**src/rtl/sdio_host_cmd_phy.sv**
```systemverilog
// sdio_host_cmd_phy: host-side SDIO CMD-line PHY.
// Serialises 48-bit command frames (start, tx, index, argument, CRC7, end)
// onto the CMD pad and captures the card's response with CRC, framing and
// timeout status.
// Optional feature macro: SDIO_HOST_RSPS_136_EN enables the 136-bit (R2)
// receive path; without it every response is 48 bits and o_rsps[127:40] is 0.
module sdio_host_cmd_phy #(
  parameter int NCR_TIMEOUT = 64,
  parameter int NCC_GAP     = 8
) (
  input  logic         clk,
  input  logic         rst_n,
  input  logic         i_abort,
  output logic         o_ready,
  input  logic         i_cmd_stb,
  input  logic [5:0]   i_cmd,
  input  logic [31:0]  i_cmd_arg,
  input  logic         i_rsps_expected,
  input  logic         i_long_rsps,
  output logic         o_rsps_stb,
  output logic [127:0] o_rsps,
  output logic         o_rsps_crc_good,
  output logic         o_rsps_timeout,
  output logic         o_sdio_cmd_dir,
  output logic         o_sdio_cmd_out,
  input  logic         i_sdio_cmd_in
);

  typedef enum logic [2:0] {
    ST_IDLE,
    ST_SEND,
    ST_TURN,
    ST_WAIT_START,
    ST_RECV,
    ST_DONE,
    ST_GAP
  } state_t;

  // The receive shift register holds every bit after the start bit except the
  // end bit, which is taken straight from the pad on the final cycle.
`ifdef SDIO_HOST_RSPS_136_EN
  localparam int RX_W  = 127;
  localparam int RSP_W = 128;
`else
  localparam int RX_W  = 46;
  localparam int RSP_W = 40;
`endif

  state_t            state_q, state_d;
  logic [7:0]        cnt_q, cnt_d;
  logic [38:0]       tx_sr_q, tx_sr_d;
  logic [6:0]        crc_q, crc_d;
  logic [RX_W-1:0]   rx_sr_q, rx_sr_d;
  logic              tx_bit_q, tx_bit_d;
  logic              rsps_exp_q, rsps_exp_d;
  logic              ready_q, ready_d;
  logic              rsps_stb_q, rsps_stb_d;
  logic [RSP_W-1:0]  rsps_q, rsps_d;
  logic              crc_good_q, crc_good_d;
  logic              timeout_q, timeout_d;
  logic              dir_q, dir_d;
  logic              out_q, out_d;

  logic              is_long;
  logic [7:0]        rx_last;
  logic              rx_crc_cover;

`ifdef SDIO_HOST_RSPS_136_EN
  logic              long_q, long_d;
  assign is_long = long_q;
`else
  logic              unused_long;
  assign is_long     = 1'b0;
  assign unused_long = i_long_rsps;
`endif

  // Index of the end bit, counted from the first bit after the start bit.
  assign rx_last = is_long ? 8'd134 : 8'd46;

  // Short frames cover bits 47:8 (start bit adds nothing to a cleared CRC);
  // long frames cover bits 127:8 only, skipping the 8-bit header.
  assign rx_crc_cover = is_long ? ((cnt_q >= 8'd7) && (cnt_q <= 8'd126))
                                : (cnt_q <= 8'd38);

  // One CRC7 (x^7 + x^3 + 1) step for one serial bit, MSB first.
  function automatic logic [6:0] crc7_step(input logic [6:0] crc, input logic din);
    logic fb;
    fb = crc[6] ^ din;
    return {crc[5:0], 1'b0} ^ (fb ? 7'h09 : 7'h00);
  endfunction

  // Next-state and next-output logic for the whole transaction sequencer.
  always_comb begin
    state_d    = state_q;
    cnt_d      = cnt_q;
    tx_sr_d    = tx_sr_q;
    crc_d      = crc_q;
    rx_sr_d    = rx_sr_q;
    tx_bit_d   = tx_bit_q;
    rsps_exp_d = rsps_exp_q;
    ready_d    = ready_q;
    rsps_stb_d = 1'b0;
    rsps_d     = rsps_q;
    crc_good_d = crc_good_q;
    timeout_d  = timeout_q;
    dir_d      = dir_q;
    out_d      = out_q;
`ifdef SDIO_HOST_RSPS_136_EN
    long_d     = long_q;
`endif

    if (i_abort) begin
      state_d = ST_IDLE;
      cnt_d   = '0;
      dir_d   = 1'b0;
      out_d   = 1'b1;
      ready_d = 1'b1;
    end else begin
      case (state_q)
        ST_IDLE: begin
          if (i_cmd_stb) begin
            state_d    = ST_SEND;
            cnt_d      = '0;
            ready_d    = 1'b0;
            dir_d      = 1'b1;
            out_d      = 1'b0;
            tx_sr_d    = {1'b1, i_cmd, i_cmd_arg};
            crc_d      = '0;
            rsps_exp_d = i_rsps_expected;
            rsps_d     = '0;
            crc_good_d = 1'b0;
            timeout_d  = 1'b0;
`ifdef SDIO_HOST_RSPS_136_EN
            long_d     = i_long_rsps;
`endif
          end
        end

        ST_SEND: begin
          if (cnt_q == 8'd47) begin
            cnt_d = '0;
            out_d = 1'b1;
            if (rsps_exp_q) begin
              state_d = ST_TURN;
              dir_d   = 1'b1;
            end else begin
              state_d = ST_DONE;
              dir_d   = 1'b0;
            end
          end else begin
            cnt_d = cnt_q + 8'd1;
            if (cnt_q < 8'd39) begin
              out_d   = tx_sr_q[38];
              tx_sr_d = {tx_sr_q[37:0], 1'b0};
              crc_d   = crc7_step(crc_q, tx_sr_q[38]);
            end else if (cnt_q < 8'd46) begin
              out_d = crc_q[6];
              crc_d = {crc_q[5:0], 1'b0};
            end else begin
              out_d = 1'b1;
            end
          end
        end

        ST_TURN: begin
          state_d = ST_WAIT_START;
          cnt_d   = '0;
          dir_d   = 1'b0;
          out_d   = 1'b1;
        end

        ST_WAIT_START: begin
          if ((cnt_q >= 8'd2) && !i_sdio_cmd_in) begin
            state_d = ST_RECV;
            cnt_d   = '0;
            crc_d   = '0;
          end else if (cnt_q == 8'(NCR_TIMEOUT - 1)) begin
            state_d    = ST_GAP;
            cnt_d      = '0;
            rsps_stb_d = 1'b1;
            timeout_d  = 1'b1;
            crc_good_d = 1'b0;
          end else begin
            cnt_d = cnt_q + 8'd1;
          end
        end

        ST_RECV: begin
          if (cnt_q == rx_last) begin
            state_d    = ST_DONE;
            cnt_d      = '0;
            rsps_stb_d = 1'b1;
            timeout_d  = 1'b0;
            crc_good_d = (crc_q == rx_sr_q[6:0]) && !tx_bit_q && i_sdio_cmd_in;
`ifdef SDIO_HOST_RSPS_136_EN
            if (is_long) begin
              rsps_d = {rx_sr_q[126:0], i_sdio_cmd_in};
            end else begin
              rsps_d = {88'b0, 1'b0, rx_sr_q[45:7]};
            end
`else
            rsps_d = {1'b0, rx_sr_q[45:7]};
`endif
          end else begin
            cnt_d   = cnt_q + 8'd1;
            rx_sr_d = {rx_sr_q[RX_W-2:0], i_sdio_cmd_in};
            if (cnt_q == 8'd0) begin
              tx_bit_d = i_sdio_cmd_in;
            end
            if (rx_crc_cover) begin
              crc_d = crc7_step(crc_q, i_sdio_cmd_in);
            end
          end
        end

        ST_DONE: begin
          state_d = ST_GAP;
          cnt_d   = '0;
          dir_d   = 1'b0;
          out_d   = 1'b1;
        end

        ST_GAP: begin
          if (cnt_q == 8'(NCC_GAP - 1)) begin
            state_d = ST_IDLE;
            cnt_d   = '0;
            ready_d = 1'b1;
          end else begin
            cnt_d = cnt_q + 8'd1;
          end
        end

        default: begin
          state_d = ST_IDLE;
          cnt_d   = '0;
          ready_d = 1'b1;
          dir_d   = 1'b0;
          out_d   = 1'b1;
        end
      endcase
    end
  end

  // State and registered outputs; reset releases the pad immediately.
  always_ff @(posedge clk or negedge rst_n) begin
    if (!rst_n) begin
      state_q    <= ST_IDLE;
      cnt_q      <= '0;
      tx_sr_q    <= '0;
      crc_q      <= '0;
      rx_sr_q    <= '0;
      tx_bit_q   <= 1'b0;
      rsps_exp_q <= 1'b0;
      ready_q    <= 1'b1;
      rsps_stb_q <= 1'b0;
      rsps_q     <= '0;
      crc_good_q <= 1'b0;
      timeout_q  <= 1'b0;
      dir_q      <= 1'b0;
      out_q      <= 1'b1;
`ifdef SDIO_HOST_RSPS_136_EN
      long_q     <= 1'b0;
`endif
    end else begin
      state_q    <= state_d;
      cnt_q      <= cnt_d;
      tx_sr_q    <= tx_sr_d;
      crc_q      <= crc_d;
      rx_sr_q    <= rx_sr_d;
      tx_bit_q   <= tx_bit_d;
      rsps_exp_q <= rsps_exp_d;
      ready_q    <= ready_d;
      rsps_stb_q <= rsps_stb_d;
      rsps_q     <= rsps_d;
      crc_good_q <= crc_good_d;
      timeout_q  <= timeout_d;
      dir_q      <= dir_d;
      out_q      <= out_d;
`ifdef SDIO_HOST_RSPS_136_EN
      long_q     <= long_d;
`endif
    end
  end

  assign o_ready         = ready_q;
  assign o_rsps_stb      = rsps_stb_q;
  assign o_rsps_crc_good = crc_good_q;
  assign o_rsps_timeout  = timeout_q;
  assign o_sdio_cmd_dir  = dir_q;
  assign o_sdio_cmd_out  = out_q;
`ifdef SDIO_HOST_RSPS_136_EN
  assign o_rsps = rsps_q;
`else
  assign o_rsps = {88'b0, rsps_q};
`endif

endmodule

```
**config.mk**
```make
export PLATFORM = sky130hd
export DESIGN_NAME = sdio_host_cmd_phy
export DESIGN_NICKNAME = d
export VERILOG_FILES = /design/src/rtl/sdio_host_cmd_phy.sv
export SDC_FILE = /design/constraint.sdc
export NUM_CORES = 1
export LEC_CHECK = 0
export CORE_MARGIN = 2
export CORE_UTILIZATION = 50
export DETAILED_ROUTE_END_ITERATION = 12
export PLACE_DENSITY_LB_ADDON = 0.2
export SETUP_SLACK_MARGIN = 0.5
export SLEW_MARGIN = 15
export SYNTH_ARGS = -nofsm -noshare
export SYNTH_HDL_FRONTEND = slang
export SYNTH_SLANG_ARGS = --single-unit
```
**constraint.sdc**
```tcl
create_clock -name clk -period 3.81 [get_ports clk]
set_clock_uncertainty 0.1 [all_clocks]
set_input_delay 0.5715 -clock clk [delete_from_list [all_inputs] [get_ports clk]]
set_output_delay 0.5715 -clock clk [all_outputs]
set_load 0.05 [all_outputs]
```
Word-level counts from Yosys, hierarchy flattened
Cells that the tools add are included.
- register bits after elaboration: 151
- input port bits: 45
- output and inout port bits: 134
- logic and storage cells: 138
- add/sub/neg operators: 1
- $lt $le $gt $ge: 4
- equal/unequal tests: 28
- mux-type cells: 61
- bitwise gates (word level): 6
- reductions and logical operators: 24
- operators with widths (kind ; count):
    2-to-1 mux 39 bit ; 3
    2-to-1 mux 40 bit ; 2
    case mux 40 bit (2 select lines) ; 1
    case mux 39 bit (2 select lines) ; 1
    2-to-1 mux 8 bit ; 7
    2-to-1 mux 7 bit ; 7
    case mux 8 bit (5 select lines) ; 1
    case mux 7 bit (4 select lines) ; 1
    == test 8 x 6 -> 1 bit (second input constant) ; 3
    2-to-1 mux 3 bit ; 8
    2-to-1 mux 1 bit ; 21
    case mux 3 bit (7 select lines) ; 1
    inequality test 2 bit (second input constant) ; 9
    < comparator 8 x 6 -> 1 bit (second input constant) ; 2
    inequality test 3 bit (second input constant) ; 5
    case mux 1 bit (3 select lines) ; 5
    bitwise XOR 7 x 4 -> 7 bit ; 2
    AND reduction 3 bit ; 4
    AND reduction 5 bit ; 2
    == test 3 bit (second input constant) ; 3
    adder 8 x 1 -> 8 bit (second input constant) ; 1
    == test 8 x 3 -> 1 bit (second input constant) ; 1
    >= comparator 8 x 2 -> 1 bit (second input constant) ; 1
    less-or-equal comparator 8 x 6 -> 1 bit (second input constant) ; 1
    other kinds (22) ; 32

Longest topological paths before layout
- depth after elaboration: 6
- mapped depth: 8
- gate-level depth less buffers: 7

Worst setup path before layout
OpenSTA, ideal clock, no wires.
- path type: flip-flop to flip-flop
- start point: register cnt_q[6]
- end point: register rx_sr_q[0]
- library setup time: 0.128 ns
- data arrival time: 2.191 ns
- required time: 3.582 ns
- setup slack: 1.392 ns
- cell stages (with the launch flop): 8
- path buffers: 4
- clock period less this slack: 2.418 ns
- cells stage by stage: dfrtp_1 buf_6 or4b_4 buf_6 o311ai_2 buf_2 buf_4 mux2_1
- longest elaborated chain between the ends: 3
- ends and longest elaborated chain (item ; RTL line ; source):
    start, declared ; 50 ; logic [7:0] cnt_q, cnt_d;
    start signal, assigned ; 266 ; cnt_q <= cnt_d;
    == test 8 x 6 -> 1 bit ; 189 ; if (cnt_q == rx_last) begin
    inverter 1 bit (no line) ; - ;
    AND reduction 3 bit (no line) ; - ;
    end signal, assigned ; 269 ; rx_sr_q <= rx_sr_d;
    end, declared ; 53 ; logic [RX_W-1:0] rx_sr_q, rx_sr_d;
No other way between the ends.
A chain may end at the register's enable or synchronous reset.

Worst setup path in the final report
- start point: register cnt_q[0]
- end point: register tx_sr_q[11]
- longest elaborated chain between the ends: 3
- elaborated cells between the ends (all ways): 5
- those cells by class: order compare: 1; eq/ne: 3; reduce/logical: 1
- ends and longest elaborated chain (item ; RTL line ; source):
    < comparator 8 x 6 -> 1 bit / == test 8 x 6 -> 1 bit (equally long branches) ; 152, 140 ;
    inequality test 2 bit (no line) ; - ;
    AND reduction 5 bit (no line) (*) ; - ;
    end signal, assigned ; 267 ; tx_sr_q <= tx_sr_d;
    end, declared ; 51 ; logic [38:0] tx_sr_q, tx_sr_d;
Mark *: on every way between the ends. The rest lies on a longest branch, timed or not.

==> results.md <==
- Core ar.: 15000 sq um
- Async S/R FF share, synth: 1.00
- DR WL/cell: 13.8 um
- Initial antenna violation count: 0
- Outcome: complete, no violations
- Synth Area in Adders: 0.00495
- Global route overflow: 0
- Hpwl dp: 9630 um
- Worst-path maximum fanout: 13
- Mapped cell area: approximately 7600 sq um
- Die Ht: 127 um
- Simple-gate portion of the synthesized area: 0.148
- Via-to-Cell Ratio: ~5
- Cells after Synth: ~790
- Hold buffers post-CTS: 0
- Post-route ant nets: 0
- Compound-Gate Fraction of Synth Area: 0.132
- Post-synthesis mux area share: 0.0861
- CTS Buf Count: 17
- Post-synth EDFFs: 0
- Fraction of layout cells with a size suffix above 1: 0.0813
- Vias in the first global route: 5069
- Starting Density: 0.505
- # Post-CTS Setup Buffers: 0
- First-pass GRT wire length: roughly 24000 um
- Slew margin rel.: 0.393
- WP data required: 4.05 ns
- Seq/Total Area, Yosys: 0.495
- Seq pwr share: 0.371
- Crit Path Category: reg -> reg
- Share of the synthesized area in the top cell type: 0.488
- Final net count: ~910
- Period minus WS final: 2.96 ns
- Crit path DAT: 3.20 ns
- Cell Int Power: roughly 3600 uW
- Synth Register Bits: 150
- Final hold vios: 0
- Part of the power in the clock network: 0.297
- Setup violators final: 0
- Synth area leaders: dfrtp_1 (49%), buf_4 (9.1%), nand2_1 (8.6%)
- RePlAce Congestion: between 0.8 and 0.9
- NetSw: around 2200 uW
- Worst min path class: in -> async
- Die Area: about 16000 sq um
- Leakage: 0.00404 uW
- Worst-case vdd ir drop: roughly 0.00042 V
- XOR/XNOR Fraction of Synth Area: 0.0104
- Clock root buffer master: clkbuf_16
- Clk sink count: 150
- Ys flop type: dfrtp_1
- Worst-path clk slew: around 0.060 ns
- Sw Ratio: 0.372
- Max clock buf depth: 2
- TritonCTS clock tree: done
- Die X: ~130 um
- Vias: about 5300
- Max-cap viol count: 0
- DRT Pass-1 Iters: 5
- Final period utilization: 0.777
- Total area of sequential cells: ~3800 sq um
- Post-synth cell types: 69
- PD cells: around 640 nW/um^2
- Cell taking the most area after synthesis: dfrtp_1
- Yosys warnings: 0
- Fill count: 1300
- Overall Power: 5780 uW
- GR Util met1: 0.243
- Final wirelength: about 15000 um
- GR peak layer: met2
- Drt first-iter violations: a little over 300
- Post-CTS sizing: 0
- Met3 Use GR: 0.0469
- H-tree depth: 4
- Worst setup SP type: flip-flop
- Worst slew pin tran: 0.910 ns
- Worst skew pair latency: ~0.42 ns
- Gate power share: 0.332
- Most frequent cells in the layout: nand2_1 (173), dfrtp_1 (148), conb_1 (89), clkdlybuf4s50_1 (87), nor2_1 (56)
- Fmax: about 340 MHz
- Met2 Usage GRT: 0.299
- Largest net degree at the start of global routing: slightly below 100
- DR DRC count: 0
- Tot GR Track Use: 0.185
- Largest family of logic cells by synthesized area: simple AND/OR/NAND/NOR gates
- Critical Path End Type: flip-flop
- Most common cell after layout, fill and taps aside: nand2_1
- Syn-to-layout area delta: 18.2%
- IO buf count: roughly 90
- Post-Syn Area per Cell: roughly 9.7 sq um
- RSZ-0062 raised after global routing: no
- Fin Setup TNS: 0 ns
- Ports: approximately 180
- Final Max Slew Viols: 0
- # diodes: 0
- Multi-input gate area: between 3000 and 4000 sq um
- Rows: 45
[synth_stat cells, drive strengths merged (3+ instances only)]
cell type,n
nand3,5
a31oi,39
nand2b,4
mux2i,6
o21a,3
o21ai,54
nor3,4
buf,110
clkbuf,26
nand2,173
o211ai,10
inv,13
xnor2,8
nor2,56
ha,3
a21o,4
a211oi,5
a21oi,13
nor4,5
dfrtp,148
mux2,52
[state kept, by name, summed over array words and instances, names as in the netlist]
signal and count:
rsps_exp_q 1, crc_q 7, o_rsps_crc_good 1, o_sdio_cmd_dir 1
tx_bit_q 1, cnt_q 8, o_rsps_timeout 1, tx_sr_q 39
o_rsps_stb 1, rsps_q 39, rx_sr_q 46, o_ready 1
state_q 3, o_sdio_cmd_out 1
[per-stage QoR]
stage,area (sq um),hold slack (ns),cells,setup slack (ns),utilization
3_3_place_gp,8340,0.368,1028,0.708,0.554
4_1_cts,8950,0.175,1060,0.594,0.595
3_5_place_dp,8340,0.375,1028,0.603,0.554
6_report,8970,0.145,1061,0.850,0.597
2_1_floorplan,7920,0.176,874,1.39,-
5_1_grt,8970,0.219,1061,0.616,0.597
[worst paths after layout]
kind | start | end | slack (ns) | cells past startpoint
max reg2reg | cnt_q[0] | tx_sr_q[11] | 0.85 | 7
min in group clk | rsps_q[6] | rsps_q[6] | 0.38 | 2
min reg2reg | rsps_q[6] | rsps_q[6] | 0.38 | 2
min | rst_n | rsps_q[16] | 0.14 | 1
max in group asynchronous | rst_n | o_sdio_cmd_out | 2.61 | 2
max | cnt_q[0] | tx_sr_q[11] | 0.85 | 7
[cell families (layout without fill, tap and decap cells)]
| kind of cell | after synthesis | after routing |
|---|---|---|
| simple gates | 266 | 266 |
| buf+inv | 149 | 147 |
| fa+ha+maj | 3 | 3 |
| xor+xnor | 9 | 9 |
| flops | 150 | 150 |
| mux | 58 | 58 |
| other cells | 1 | 89 |
| compound gates | 150 | 151 |
[power groups by stage]
stage / registers (uW) / logic, uW / clock network [uW]
2_1_floorplan: 2130 / 1530 / 0
3_3_place_gp: 2150 / 1870 / 0
3_5_place_dp: 2160 / 1920 / 0
4_1_cts: 2140 / 1920 / 1770
5_1_grt: 2190 / 2130 / 1830
6_report: 2150 / 1920 / 1720
[area by class of cell]
type	count	share of cell area
well taps	188	0.0262
multi-input cells	576	0.367
repair buffers	102	0.114
inverters	13	0.00544
clock buffers	18	0.0490
clock inverters	14	0.0197
flip-flops and latches	150	0.419
[critical path, cell delays in order (launching register included)]
cell	delay [ns]
dfrtp_1	0.53
ha_1	0.34
a21oi_1	0.34
o21ai_1	0.21
a2111oi_4	0.84
buf_4	0.31
nor2_1	0.05
a31oi_1	0.15
[layer usage]
layer	vias to the layer above	wire, um
met5	-	0
met4	0	227
met3	20	707
met2	154	6810
met1	2528	6890
li1	2639	-
Note: power is estimated with default switching activity, not from simulation.
